`config.mk`:
```
export PLATFORM = sky130hd
export DESIGN_NAME = fpu_issue_seq
export DESIGN_NICKNAME = d
export VERILOG_FILES = /design/src/rtl/fpu_issue_seq.sv
export SDC_FILE = /design/constraint.sdc
export NUM_CORES = 1
export LEC_CHECK = 0
export CORE_ASPECT_RATIO = 0.7
export CORE_MARGIN = 3
export CORE_UTILIZATION = 43
export DETAILED_ROUTE_END_ITERATION = 16
export PLACE_DENSITY = 0.81
export SKIP_CTS_REPAIR_TIMING = 1
export SLEW_MARGIN = 5
export SYNTH_ARGS = -nofsm -noshare
export SYNTH_HDL_FRONTEND = slang
export SYNTH_SLANG_ARGS = --single-unit
```
`constraint.sdc`:
```
create_clock -name clk -period 4.5 [get_ports clk]
set_clock_uncertainty 0.05 [all_clocks]
set_input_delay 0.45 -clock clk [delete_from_list [all_inputs] [get_ports clk]]
set_output_delay 0.45 -clock clk [all_outputs]
set_load 0.02 [all_outputs]
```
`src/rtl/fpu_issue_seq.sv`:
```
// Issue sequencer in front of pfpu32_top: accepts one op, pulses decode/execute,
// waits for the matching FPU valid (with watchdog abort) and returns the response.
module fpu_issue_seq #(
  parameter int OP_W    = 8,
  parameter int RM_W    = 2,
  parameter int CSR_W   = 11,
  parameter int TIMEOUT = 64,
  parameter int CMP_BIT = 3
) (
  input  logic             clk,
  input  logic             rst,
  input  logic             req_valid_i,
  output logic             req_ready_o,
  input  logic [OP_W-1:0]  req_op_i,
  input  logic [31:0]      req_a_i,
  input  logic [31:0]      req_b_i,
  input  logic [RM_W-1:0]  req_rm_i,
  output logic             resp_valid_o,
  input  logic             resp_ready_i,
  output logic [31:0]      resp_result_o,
  output logic             resp_cmp_o,
  output logic [CSR_W-1:0] resp_csr_o,
  output logic             resp_err_o,
  input  logic             flush_i,
  output logic             fpu_flush_o,
  output logic             fpu_decode_o,
  output logic             fpu_execute_o,
  output logic [OP_W-1:0]  fpu_op_o,
  output logic [31:0]      fpu_a_o,
  output logic [31:0]      fpu_b_o,
  output logic [RM_W-1:0]  fpu_rm_o,
  input  logic [31:0]      fpu_result_i,
  input  logic             fpu_arith_valid_i,
  input  logic             fpu_cmp_i,
  input  logic             fpu_cmp_valid_i,
  input  logic [CSR_W-1:0] fpu_csr_i
);

  localparam int WD_W = (TIMEOUT > 2) ? $clog2(TIMEOUT) : 1;

  typedef enum logic [2:0] {IDLE, DECODE, EXEC, WAIT, RESP} state_t;

  state_t          state;
  logic [WD_W-1:0] wd_cnt;
  logic            wd_flush_q;
  logic            is_cmp;
  logic            fpu_done;

  assign is_cmp      = fpu_op_o[CMP_BIT];
  assign fpu_done    = is_cmp ? fpu_cmp_valid_i : fpu_arith_valid_i;
  assign fpu_flush_o = flush_i | wd_flush_q;

  always_ff @(posedge clk or posedge rst) begin
    if (rst) begin
      state         <= IDLE;
      wd_cnt        <= '0;
      wd_flush_q    <= 1'b0;
      req_ready_o   <= 1'b0;
      resp_valid_o  <= 1'b0;
      resp_result_o <= '0;
      resp_cmp_o    <= 1'b0;
      resp_csr_o    <= '0;
      resp_err_o    <= 1'b0;
      fpu_decode_o  <= 1'b0;
      fpu_execute_o <= 1'b0;
      fpu_op_o      <= '0;
      fpu_a_o       <= '0;
      fpu_b_o       <= '0;
      fpu_rm_o      <= '0;
    end else begin
      fpu_decode_o  <= 1'b0;
      fpu_execute_o <= 1'b0;
      wd_flush_q    <= 1'b0;
      // External flush beats everything, including a request offered in IDLE.
      if (flush_i) begin
        state        <= IDLE;
        req_ready_o  <= 1'b1;
        resp_valid_o <= 1'b0;
      end else begin
        case (state)
          IDLE: begin
            req_ready_o <= 1'b1;
            if (req_valid_i && req_ready_o) begin
              fpu_op_o     <= req_op_i;
              fpu_a_o      <= req_a_i;
              fpu_b_o      <= req_b_i;
              fpu_rm_o     <= req_rm_i;
              wd_cnt       <= '0;
              req_ready_o  <= 1'b0;
              fpu_decode_o <= 1'b1;
              state        <= DECODE;
            end
          end
          DECODE: begin
            fpu_execute_o <= 1'b1;
            state         <= EXEC;
          end
          EXEC: begin
            state <= WAIT;
          end
          WAIT: begin
            wd_cnt <= wd_cnt + WD_W'(1);
            // A valid landing on the timeout cycle still counts as a normal completion.
            if (fpu_done) begin
              resp_result_o <= is_cmp ? 32'd0 : fpu_result_i;
              resp_cmp_o    <= is_cmp ? fpu_cmp_i : 1'b0;
              resp_csr_o    <= fpu_csr_i;
              resp_err_o    <= 1'b0;
              resp_valid_o  <= 1'b1;
              state         <= RESP;
            end else if (wd_cnt == WD_W'(TIMEOUT - 1)) begin
              wd_flush_q    <= 1'b1;
              resp_result_o <= '0;
              resp_cmp_o    <= 1'b0;
              resp_csr_o    <= '0;
              resp_err_o    <= 1'b1;
              resp_valid_o  <= 1'b1;
              state         <= RESP;
            end
          end
          RESP: begin
            if (resp_ready_i) begin
              resp_valid_o <= 1'b0;
              req_ready_o  <= 1'b1;
              state        <= IDLE;
            end
          end
          default: state <= IDLE;
        endcase
      end
    end
  end

endmodule
```
==> impl_metrics.csv <==
group,metric,value,unit
placement,placed_cells,870,
global_routing,grt_max_degree,77,
synthesis,yosysSeqAreaShare,0.5684,
route,via_count,4659,
sta,hold_viol_final,0,
synthesis,yosys-mux-area-fraction,0.1684,
cts,clock_tree.root_cell,"clkbuf_16",
critical_path,crit_path_max_incr_delay,660,ps
critical_path,timing.critical_path.slowest_stage_cell,"dfrtp_1",
cts,tritoncts_num_sinks,133,
cts,cts_inserted_buffers,17,
critical_path,reg2reg_slack,2220,ps
critical_path,path_cells,"buf_4, clkdlybuf4s50_1",
route,detailed_route_drc_error_count,0,
synthesis,synth_simple_gate_area_frac,0.1128,
critical_path,critical_path.n_buffers_inverters,2,
critical_path,path_delay_family,"buffers and inverters",
synthesis,syn-instance-count,470,
synthesis,cell_types_occupying_the_most_area_after_synthesis,"dfrtp_1 (57%), mux2_2 (9.2%), mux2_4 (6.9%)",
synthesis,synth_top_family_by_area,"multiplexers",
synthesis,synthesis.area_per_instance,12.46,um2
critical_path,end_kind,"primary output",
critical_path,worstSetupPathType,"reg2out",
route,first_iter_violations,321,
flow_run,max_cap_viol_count,0,
synthesis,yosys.cell_types.count,38,
critical_path,cp-start-kind,"register",
global_routing,antenna_found_initial,0,
sta,final.min_clock_period,2505,ps
finish,final_layout_size_suffix_gt1_frac,0.1637,
critical_path,worst_r2r_path_depth,4,
sta,rsz_0062_raised_after_global_routing,"no",
route,detail-route-antenna-nets,0,
critical_path,required,4000,ps
finish,area_of_combinational_cells_with_multiple_inputs,2140,um2
finish,antenna_cells,0,
cts,insertion_delay,400,ps
sta,worst_hold_slack,419.1,ps
sta,setup-tns-final,0,ps
finish,areaGrowthSynthToFinish,54.08,%
synthesis,post_synth_xor_area_fraction,0,
route,vias_per_cell,5.171,
synthesis,post_synth_fa_ha_maj_area_fraction,0.002137,
synthesis,synth_nets,596,
placement,gp_routability_congestion,0.7964,
synthesis,synth_compound_gate_area_share,0.07991,
finish,fillers,909,
finish,fin_nets,835,
critical_path,worst-endpoint-arrival,2010,ps
floorplanning,io-pin-count,249,
floorplanning,die_span_in_x,145.5,um
synthesis,synth-seq-cells,133,
synthesis,synth_area_leader_cell,"dfrtp_1",
sta,maxSlewHeadroom,0.2016,
min_path,worst_hold_path_type,"reg2reg",
floorplanning,row_count,34,
sta,finalCritPeriodShare,0.5567,
floorplanning,design.core.area,12850,um2
floorplanning,floorplan.die_area,15080,um2
synthesis,area_of_the_mapped_netlist,5856,um2
finish,sequential_cell_area,3328,um2
min_path,holdPathStages,1,
placement,place.detailed.hpwl,11.37,mm
critical_path,r2r_start,"fpu_op_o[3]",
sta,slew_viol_final,0,
global_routing,grtUsageTotal,0.2172,
sta,max_freq,399.1,MHz
min_path,worstHoldStart,"wd_cnt[5]",
power_and_ir_drop,total_leakage_power,4.099,nW
floorplanning,initial_utilization,0.4558,
synthesis,synth_warnings,0,
cts,clkSlewWorstSetupHoldPaths,50,ps
finish,number_of_cells_in_the_finished_layout_apart_from_fillers,901,
synthesis,synthDominantCellAreaShare,0.5684,
floorplanning,floorplan.die.height,103.6,um
placement,numPortBuffers,248,
critical_path,critical_path.max_fanout,21,
sta,finalSetupViolations,0,
status,run_status,"finished clean",
cts,cts_max_level,4,
power_and_ir_drop,ir_drop,0.0002863,V
global_routing,grt_first_pass_wirelength,26.81,mm
route,routed_wirelength,16.10,mm
cts,cts_tree,"built",
global_routing,grt.overflow.total,0,
route,detailedRoute.firstPassIterationCount,5,
route,routedWlPerCell,17.87,um
sta,worst-slew-pin-transition,1193,ps
critical_path,reg2reg_to,"resp_csr_o[2]",
global_routing,first_global_vias,4900,
power_and_ir_drop,power_density_relative_to_cell_area,502.9,nW/um2
cts,clock_path_buffers,2,
min_path,hold-path-endpoint,"wd_cnt[5]",
cells in the mapped netlist, drive strengths merged:
cell type  count
o21bai         2
nor2           3
ha             1
a2bb2oi        1
a21oi          3
nor4           1
clkbuf        16
nand4b        32
o211ai        46
o31ai          1
nor3b          1
mux2i          4
o21a           1
buf           18
nand3         12
nand2b         1
a31oi          1
inv           47
and4bb         1
or2            3
nand2         49
dfrtp        133
nand4          3
a311o          1
or3            1
nand4bb        2
nor3           2
o32ai          1
mux2          75
o21ai          8
worst reg2reg max path, stage by stage, from the launching register on:
cell	delay [ps]
dfrtp_1	660
buf_4	310
mux2i_1	420
o21ai_4	400
o211ai_1	340
worst max path at each step:
stage,endpoint,cells after the start,from
3_3_place_gp,fpu_op_o[6],5,req_valid_i
3_5_place_dp,resp_csr_o[10],4,fpu_arith_valid_i
6_report,fpu_op_o[3],2,fpu_op_o[3]
5_1_grt,fpu_op_o[3],2,fpu_op_o[3]
2_1_floorplan,fpu_a_o[0],1,rst
4_1_cts,fpu_op_o[3],2,fpu_op_o[3]
per-stage QoR:
| stage | area [um2] | utilization | power [mW] | setup slack, ps |
|---|---|---|---|---|
| after floorplan | 5856 | - | 2.404 | 445.6 |
| after global placement | 8414 | 0.6549 | 3.112 | 1966 |
| after detailed placement | 8414 | 0.6549 | 3.152 | 1882 |
| after CTS | 9022 | 0.7023 | 4.592 | 1998 |
| after global routing | 9022 | 0.7023 | 4.735 | 1923 |
| final | 9022 | 0.7023 | 4.537 | 1995 |
placed cells by master (no fill, tap or decap), types with 2 or more instances in the layout:
cell type,n
nand4_1,3
nand4b_1,32
inv_6,2
clkdlybuf4s50_1,248
nor3_1,2
a21oi_1,3
nand2_1,49
dfrtp_1,133
clkbuf_16,17
o21ai_0,7
mux2_4,27
o21bai_1,2
nor2_1,2
clkinv_4,4
mux2i_1,4
nand3_1,12
buf_4,5
mux2_2,48
o211ai_1,46
inv_1,46
bufinv_16,3
clkinv_2,2
clkbuf_8,2
or2_2,2
registers in the layout (all words and copies together), names as in the netlist:
| signal | count |
|---|---|
| fpu_a_o | 32 |
| fpu_b_o | 32 |
| resp_result_o | 32 |
| resp_csr_o | 11 |
| fpu_op_o | 8 |
| wd_cnt | 6 |
| state | 3 |
| fpu_rm_o | 2 |
| fpu_decode_o | 1 |
| fpu_execute_o | 1 |
| req_ready_o | 1 |
| resp_cmp_o | 1 |
| resp_err_o | 1 |
| resp_valid_o | 1 |
| wd_flush_q | 1 |
power breakdown:
part	total [mW]	leakage (nW)	switching, mW	internal (mW)
Sequential	1.62	1.46	0.166	1.46
Clock	1.42	0.296	0.514	0.901
Combinational	1.50	2.34	0.677	0.822
Total	4.54	4.10	1.36	3.18
cells by family (layout without fill, tap and decap cells):
family,Yosys count,in the layout
multiplexers,79,79
adder cells (fa/ha/maj),1,1
flip-flops,133,133
AND/OR/NAND/NOR,111,111
AO/OA/AOI/OAI,65,65
buffers and inverters,81,332
routing by layer:
metal,part of all wire,up-vias,GRT usage
met3,0.090,20,0.07988
li1,-,2126,-
met2,0.47,219,0.3476
met4,0.017,0,0.05691
met1,0.42,2294,0.2813
met5,0,-,0
layout make-up:
| cell class | instances | share of cell area |
|---|---|---|
| well taps | 180 | 0.02496 |
| clock inverters | 11 | 0.01678 |
| clock buffers | 20 | 0.05062 |
| repair buffers | 254 | 0.2815 |
| flip-flops and latches | 133 | 0.3689 |
| multi-input cells | 256 | 0.2371 |
| inverters | 47 | 0.02011 |
No activity file was read; power rests on OpenSTA's default activity.
